===== src/rtl/gcd_arb_pkg.sv =====
// Shared types and constants for the gcd_ci engine arbiter.
package gcd_arb_pkg;

    localparam int DATA_W = 32;

    typedef enum logic [2:0] {
        IDLE,
        WR_A,
        WR_B,
        START,
        WAIT,
        RESP
    } state_t;

    // Round-robin successor of a requester index, wrapping at n.
    function automatic int unsigned wrap_next(input int unsigned idx, input int unsigned n);
        return (idx + 1 >= n) ? 0 : idx + 1;
    endfunction

endpackage


===== src/rtl/gcd_ci_arbiter_rr_arbiter.sv =====
// Combinational round-robin arbiter: picks the first requester at or after
// the pointer (wrapping) and reports it both one-hot and as an index.
module rr_arbiter #(
    parameter int N  = 4,
    parameter int IW = 2
) (
    input  logic [N-1:0]  req,
    input  logic [IW-1:0] ptr,
    output logic [N-1:0]  grant,
    output logic [IW-1:0] index,
    output logic          any
);

    localparam int SUM_W = IW + 1;

    logic [SUM_W-1:0] sum;
    logic [IW-1:0]    cand;

    // Scan requesters starting from the pointer and take the first one found.
    always_comb begin
        grant = '0;
        index = '0;
        any   = 1'b0;
        sum   = '0;
        cand  = '0;
        for (int i = 0; i < N; i++) begin
            sum = {1'b0, ptr} + SUM_W'(i);
            if (sum >= SUM_W'(N)) begin
                sum = sum - SUM_W'(N);
            end
            cand = sum[IW-1:0];
            if (!any && req[cand]) begin
                any         = 1'b1;
                grant[cand] = 1'b1;
                index       = cand;
            end
        end
    end

endmodule


===== src/rtl/gcd_ci_arbiter.sv =====
// Shares one gcd_ci engine among NUM_REQ requesters with round-robin
// arbitration. One request is in flight at a time: operands are latched on
// accept, written to the engine, started, and the result is held on the
// response channel until consumed.
// Optional feature: define GCD_ARB_TIMEOUT_EN to add an engine watchdog that
// abandons an operation after TIMEOUT_CYCLES cycles in WAIT and returns an
// error response with zero data.
module gcd_ci_arbiter
    import gcd_arb_pkg::*;
#(
    parameter int NUM_REQ        = 4,
    parameter int IDW            = 2,
    parameter int TIMEOUT_CYCLES = 4096
) (
    input  logic                    csi_clk,
    input  logic                    rsi_reset_n,
    input  logic [NUM_REQ-1:0]      req_valid,
    output logic [NUM_REQ-1:0]      req_ready,
    input  logic [NUM_REQ*32-1:0]   req_a,
    input  logic [NUM_REQ*32-1:0]   req_b,
    output logic                    rsp_valid,
    input  logic                    rsp_ready,
    output logic [31:0]             rsp_data,
    output logic [IDW-1:0]          rsp_id,
    output logic                    rsp_error,
    output logic                    eng_clk_en,
    output logic                    eng_s0_write,
    output logic                    eng_s1_write,
    output logic                    eng_s2_read,
    output logic [31:0]             eng_s0_writedata,
    output logic [31:0]             eng_s1_writedata,
    output logic                    eng_start,
    input  logic                    eng_done,
    input  logic [31:0]             eng_s2_readdata
);

    state_t               state;
    logic [IDW-1:0]       rr_ptr;
    logic [NUM_REQ-1:0]   grant;
    logic [IDW-1:0]       grant_idx;
    logic                 grant_any;
    logic [DATA_W-1:0]    sel_a;
    logic [DATA_W-1:0]    sel_b;

`ifdef GCD_ARB_TIMEOUT_EN
    localparam int CNT_W = $clog2(TIMEOUT_CYCLES);
    logic [CNT_W-1:0]     wait_cnt;
    logic                 rsp_error_q;
`endif

    rr_arbiter #(
        .N  (NUM_REQ),
        .IW (IDW)
    ) u_rr (
        .req   (req_valid),
        .ptr   (rr_ptr),
        .grant (grant),
        .index (grant_idx),
        .any   (grant_any)
    );

    // Pick the granted requester's operands out of the packed buses.
    always_comb begin
        sel_a = '0;
        sel_b = '0;
        for (int i = 0; i < NUM_REQ; i++) begin
            if (grant[i]) begin
                sel_a = req_a[i*DATA_W +: DATA_W];
                sel_b = req_b[i*DATA_W +: DATA_W];
            end
        end
    end

    // Accept is combinational so the requester sees it in the same cycle it is granted.
    assign req_ready   = (state == IDLE) ? grant : '0;
    assign eng_s2_read = (state == WAIT) && eng_done;

`ifdef GCD_ARB_TIMEOUT_EN
    assign rsp_error = rsp_error_q;
`else
    assign rsp_error = 1'b0;
`endif

    // Sequencer: arbitrate, write A, write B, start, wait for done, hand back the result.
    always_ff @(posedge csi_clk or negedge rsi_reset_n) begin
        if (!rsi_reset_n) begin
            state            <= IDLE;
            rr_ptr           <= '0;
            rsp_id           <= '0;
            rsp_valid        <= 1'b0;
            rsp_data         <= '0;
            eng_s0_writedata <= '0;
            eng_s1_writedata <= '0;
            eng_s0_write     <= 1'b0;
            eng_s1_write     <= 1'b0;
            eng_start        <= 1'b0;
            eng_clk_en       <= 1'b0;
`ifdef GCD_ARB_TIMEOUT_EN
            wait_cnt         <= '0;
            rsp_error_q      <= 1'b0;
`endif
        end else begin
            eng_s0_write <= 1'b0;
            eng_s1_write <= 1'b0;
            eng_start    <= 1'b0;
            case (state)
                IDLE: begin
                    if (grant_any) begin
                        eng_s0_writedata <= sel_a;
                        eng_s1_writedata <= sel_b;
                        rsp_id           <= grant_idx;
                        rr_ptr           <= IDW'(wrap_next(32'(grant_idx), NUM_REQ));
                        eng_s0_write     <= 1'b1;
                        eng_clk_en       <= 1'b1;
                        state            <= WR_A;
                    end
                end
                WR_A: begin
                    eng_s1_write <= 1'b1;
                    state        <= WR_B;
                end
                WR_B: begin
                    eng_start <= 1'b1;
                    state     <= START;
                end
                START: begin
`ifdef GCD_ARB_TIMEOUT_EN
                    wait_cnt <= '0;
`endif
                    state <= WAIT;
                end
                WAIT: begin
                    if (eng_done) begin
                        rsp_data  <= eng_s2_readdata;
                        rsp_valid <= 1'b1;
                        state     <= RESP;
`ifdef GCD_ARB_TIMEOUT_EN
                        rsp_error_q <= 1'b0;
                    end else if (wait_cnt == CNT_W'(TIMEOUT_CYCLES - 1)) begin
                        rsp_data    <= '0;
                        rsp_valid   <= 1'b1;
                        rsp_error_q <= 1'b1;
                        eng_clk_en  <= 1'b0;
                        state       <= RESP;
                    end else begin
                        wait_cnt <= wait_cnt + CNT_W'(1);
`endif
                    end
                end
                RESP: begin
                    if (rsp_ready) begin
                        rsp_valid  <= 1'b0;
                        eng_clk_en <= 1'b0;
                        state      <= IDLE;
`ifdef GCD_ARB_TIMEOUT_EN
                        rsp_error_q <= 1'b0;
`endif
                    end else begin
                        eng_clk_en <= 1'b1;
                    end
                end
                default: begin
                    state <= IDLE;
                end
            endcase
        end
    end

endmodule


===== config.mk =====
export PLATFORM = sky130hd
export DESIGN_NAME = gcd_ci_arbiter
export DESIGN_NICKNAME = d
export VERILOG_FILES = /design/src/rtl/gcd_arb_pkg.sv /design/src/rtl/gcd_ci_arbiter_rr_arbiter.sv /design/src/rtl/gcd_ci_arbiter.sv
export SDC_FILE = /design/constraint.sdc
export NUM_CORES = 1
export LEC_CHECK = 0
export CORE_AREA = 2 2 156 158
export CTS_CLUSTER_DIAMETER = 120
export DETAILED_ROUTE_END_ITERATION = 12
export DIE_AREA = 0 0 158 160
export PLACE_DENSITY = 0.67
export SETUP_SLACK_MARGIN = 0.4
export SYNTH_ARGS = -nofsm -noshare
export SYNTH_HDL_FRONTEND = slang
export SYNTH_SLANG_ARGS = --single-unit

===== constraint.sdc =====
create_clock -name csi_clk -period 4.21 [get_ports csi_clk]
set_input_delay 1.0525 -clock csi_clk [delete_from_list [all_inputs] [get_ports csi_clk]]
set_output_delay 1.0525 -clock csi_clk [all_outputs]
set_load 0.05 [all_outputs]

==> results.ini <==
[status]
status = finished, final reports clean

[route]
num_vias = 9083
postRouteAntennaNets = 0
drcViolationCount = 0
wire_per_inst_um = 22.7
firstDrtPassIters = 5
via_per_inst = 5.85
drtIter0Drc = 758
drt-total-wl_um = 35200

[power_and_ir_drop]
power_frac_seq = 0.165
p_total_uw = 10200
peakVddDrop_uv = 816
p_leak_uw = 0.00457
powerDensity_nw_per_um2 = 804
p_int_uw = 4800
switching_share = 0.530
switchingPower_uw = 5420
comb_power_share = 0.747
clkPwrFrac = 0.087

[synthesis]
synth_area_sq_um = 8010
yosysSeqAreaShare = 0.337
synth_cells = 878
synth_top_area_frac = 0.337
synth_seq_cells = 108
synth_edf_count = 0
async_reset_ff_frac = 1.00
ys_top_cells_by_area = dfrtp_1 (34%), o211ai_1 (12%), a2bb2oi_1 (7.0%), o2111ai_1 (7.0%), nand2_1 (6.7%)
synth_top_cell_by_area = dfrtp_1
synth.avg_cell_area_sq_um = 9.13
synthFlopType = dfrtp_1
syn_nets = 1181
synth-warning-count = 0
synth_cell_types = 46

[worst_setup_path]
cp_slowest_cell = mux4_2
worstPathCellList = buf_2 -> mux4_2 -> and3b_1 -> a21oi_2 -> or2_4 -> a31oi_4 -> buf_12
critical-path-max-stage-delay_ns = 0.51
crit-reg2reg-capture = eng_s1_writedata[7]
reg2reg_slack_ns = 0.92
worstSetupStartpointType = primary input
end_kind = output pin
rr_worst_depth = 12
cp_max_fo = 7
critical_path.endpoint = req_ready[0]
path_class = primary input to output pin
arrival_ns = 2.65
critPathRequiredTime_ns = 3.16
startpoint = req_valid[2]

[layout]
layout_common_cells = clkdlybuf4s50_1 (393), nand2_1 (141), o211ai_1 (128)
layout.nets = 1527
final_common_cell = clkdlybuf4s50_1
antenna_cells = 0
drive_above_1_share = 0.107
post-route-util = 0.533
area_growth_pct = 58.5

[floorplan]
die_w_um = 158
start_util = 0.336
io_pins = 405
core_area_sq_um = 23800
fp.dieH_um = 160
num_rows = 57
die_area_sq_um = 25300

[cts]
cts_buffer_depth = 2
root_buffer = clkbuf_16
htreeDepth = 3
insertion_delay_ns = 0.36
cts_buffers = 9
ctsHoldBuffers = 0
cts.sinks = 108
clk_pin_slew_ns = 0.08
tritoncts = yes

[timing]
finalClockSkew_ns = 0.00999
finalMaxSlewViolations = 0
fmax_mhz = 270
worst_pin_slew_ns = 0.906
finalSetupViolations = 0
period_share = 0.879
hold_ws_ns = 0.500
period_needed_ns = 3.70
rsz0062_at_grt = false
finalHoldViolations = 0
tns_ns = 0
relSlewSlack = 0.396

[grt]
grt_pass1_vias = 8942
grt_antenna_before_repair = 0
grt_pass1_wl_um = 53000
grt_max_degree = 67
grt_overflow = 0
gr-usage-all-layers = 0.271

[placement]
dp_hpwl_um = 23600
gp_congestion = 0.865
port_buffers = 403

[worst_hold_path]
min_path_type = flip-flop to flip-flop

[job]
maxCapViolCount = 0

-- Yosys cell counts (3+ instances only) --
cell,number
mux2i_1,3
a211oi_1,64
buf_6,17
dfrtp_1,108
nor3_1,4
clkbuf_1,30
nor2b_1,4
a21o_1,3
buf_1,7
nand3b_1,5
o2111ai_1,64
or3b_1,3
clkbuf_4,5
and3b_1,3
o211ai_1,128
mux2_2,33
nand2_1,142
buf_2,50
o21a_1,66
a21oi_1,11
nor2_1,12
mux4_2,3
o21ai_0,10
a2bb2oi_1,64
buf_4,3
inv_1,5
ha_1,7
-- through the flow --
stage,area (sq um),setup WS (ns),cells
detailed placement,12400,0.0697,1532
CTS,12700,0.409,1548
global placement,12400,0.0708,1532
floorplan,8080,0.414,878
global route,12700,0.458,1553
finish,12700,0.508,1553
-- power by group through the flow --
stage	Sequential (uW)	Clock [uW]	Combinational, uW
finish	1690	891	7640
global route	1740	943	8160
CTS	1690	915	7620
detailed placement	1710	0	7590
global placement	1700	0	7540
floorplan	2970	0	4010
-- worst max-delay path, delay by kind of cell --
kind	cells	cell delay [ns]
and+or+nand+nor	2	0.50
AOI/OAI and AO/OA	2	0.28
muxes	1	0.51
buffers and inverters	2	0.31
-- cell families after synthesis --
kind of cell | count (synthesis) | share of synthesized area
DFF | 108 | 0.337
and+or+nand+nor | 184 | 0.0990
muxes | 39 | 0.0586
other | 1 | 0.000468
AOI/OAI and AO/OA | 421 | 0.411
buffers and inverters | 118 | 0.0828
adders and majority gates | 7 | 0.0109
-- layout make-up --
| cell class | instances | area, sq um |
|---|---|---|
| tap | 324 | 405 |
| fill | 2201 | 11100 |
| inverter | 6 | 25.0 |
| sequential | 108 | 2700 |
| clock buffer | 10 | 229 |
| multi-input combinational | 652 | 4750 |
| clock inverter | 6 | 62.6 |
| timing repair buffer | 447 | 4530 |
-- registers in the layout, summed over array words and instances, names as in the netlist, named ones only --
signal	cells
eng_s0_writedata	32
eng_s1_writedata	32
rsp_data	32
state	3
rsp_id	2
eng_clk_en	1
eng_s0_write	1
eng_s1_write	1
eng_start	1
rr_ptr	1
rsp_valid	1
-- routing by layer --
layer,wire length [um],global-route usage,vias up
li1,-,-,4150
met1,14500,0.354,4468
met2,16800,0.435,389
met3,2550,0.0494,76
met4,1360,0.123,0
met5,0,0,-
-- how the worst min path moves through the flow --
stage	startpoint	to	slack, ns	depth (start not counted)
2_1_floorplan	state[2]	eng_s1_write	0.48	1
3_3_place_gp	rsp_id[0]	rsp_id[0]	0.48	2
3_5_place_dp	rsp_id[0]	rsp_id[0]	0.48	2
4_1_cts	eng_clk_en	eng_clk_en	0.50	2
5_1_grt	eng_clk_en	eng_clk_en	0.53	2
6_report	eng_clk_en	eng_clk_en	0.50	2
-- what timing repair did --
item	CTS	global route
setup buffers	0	5
gates cloned	0	0
pin swaps	2	6
gates resized for setup	11	9
setup endpoints to repair	4	4
(Power assumes the default switching activity.)
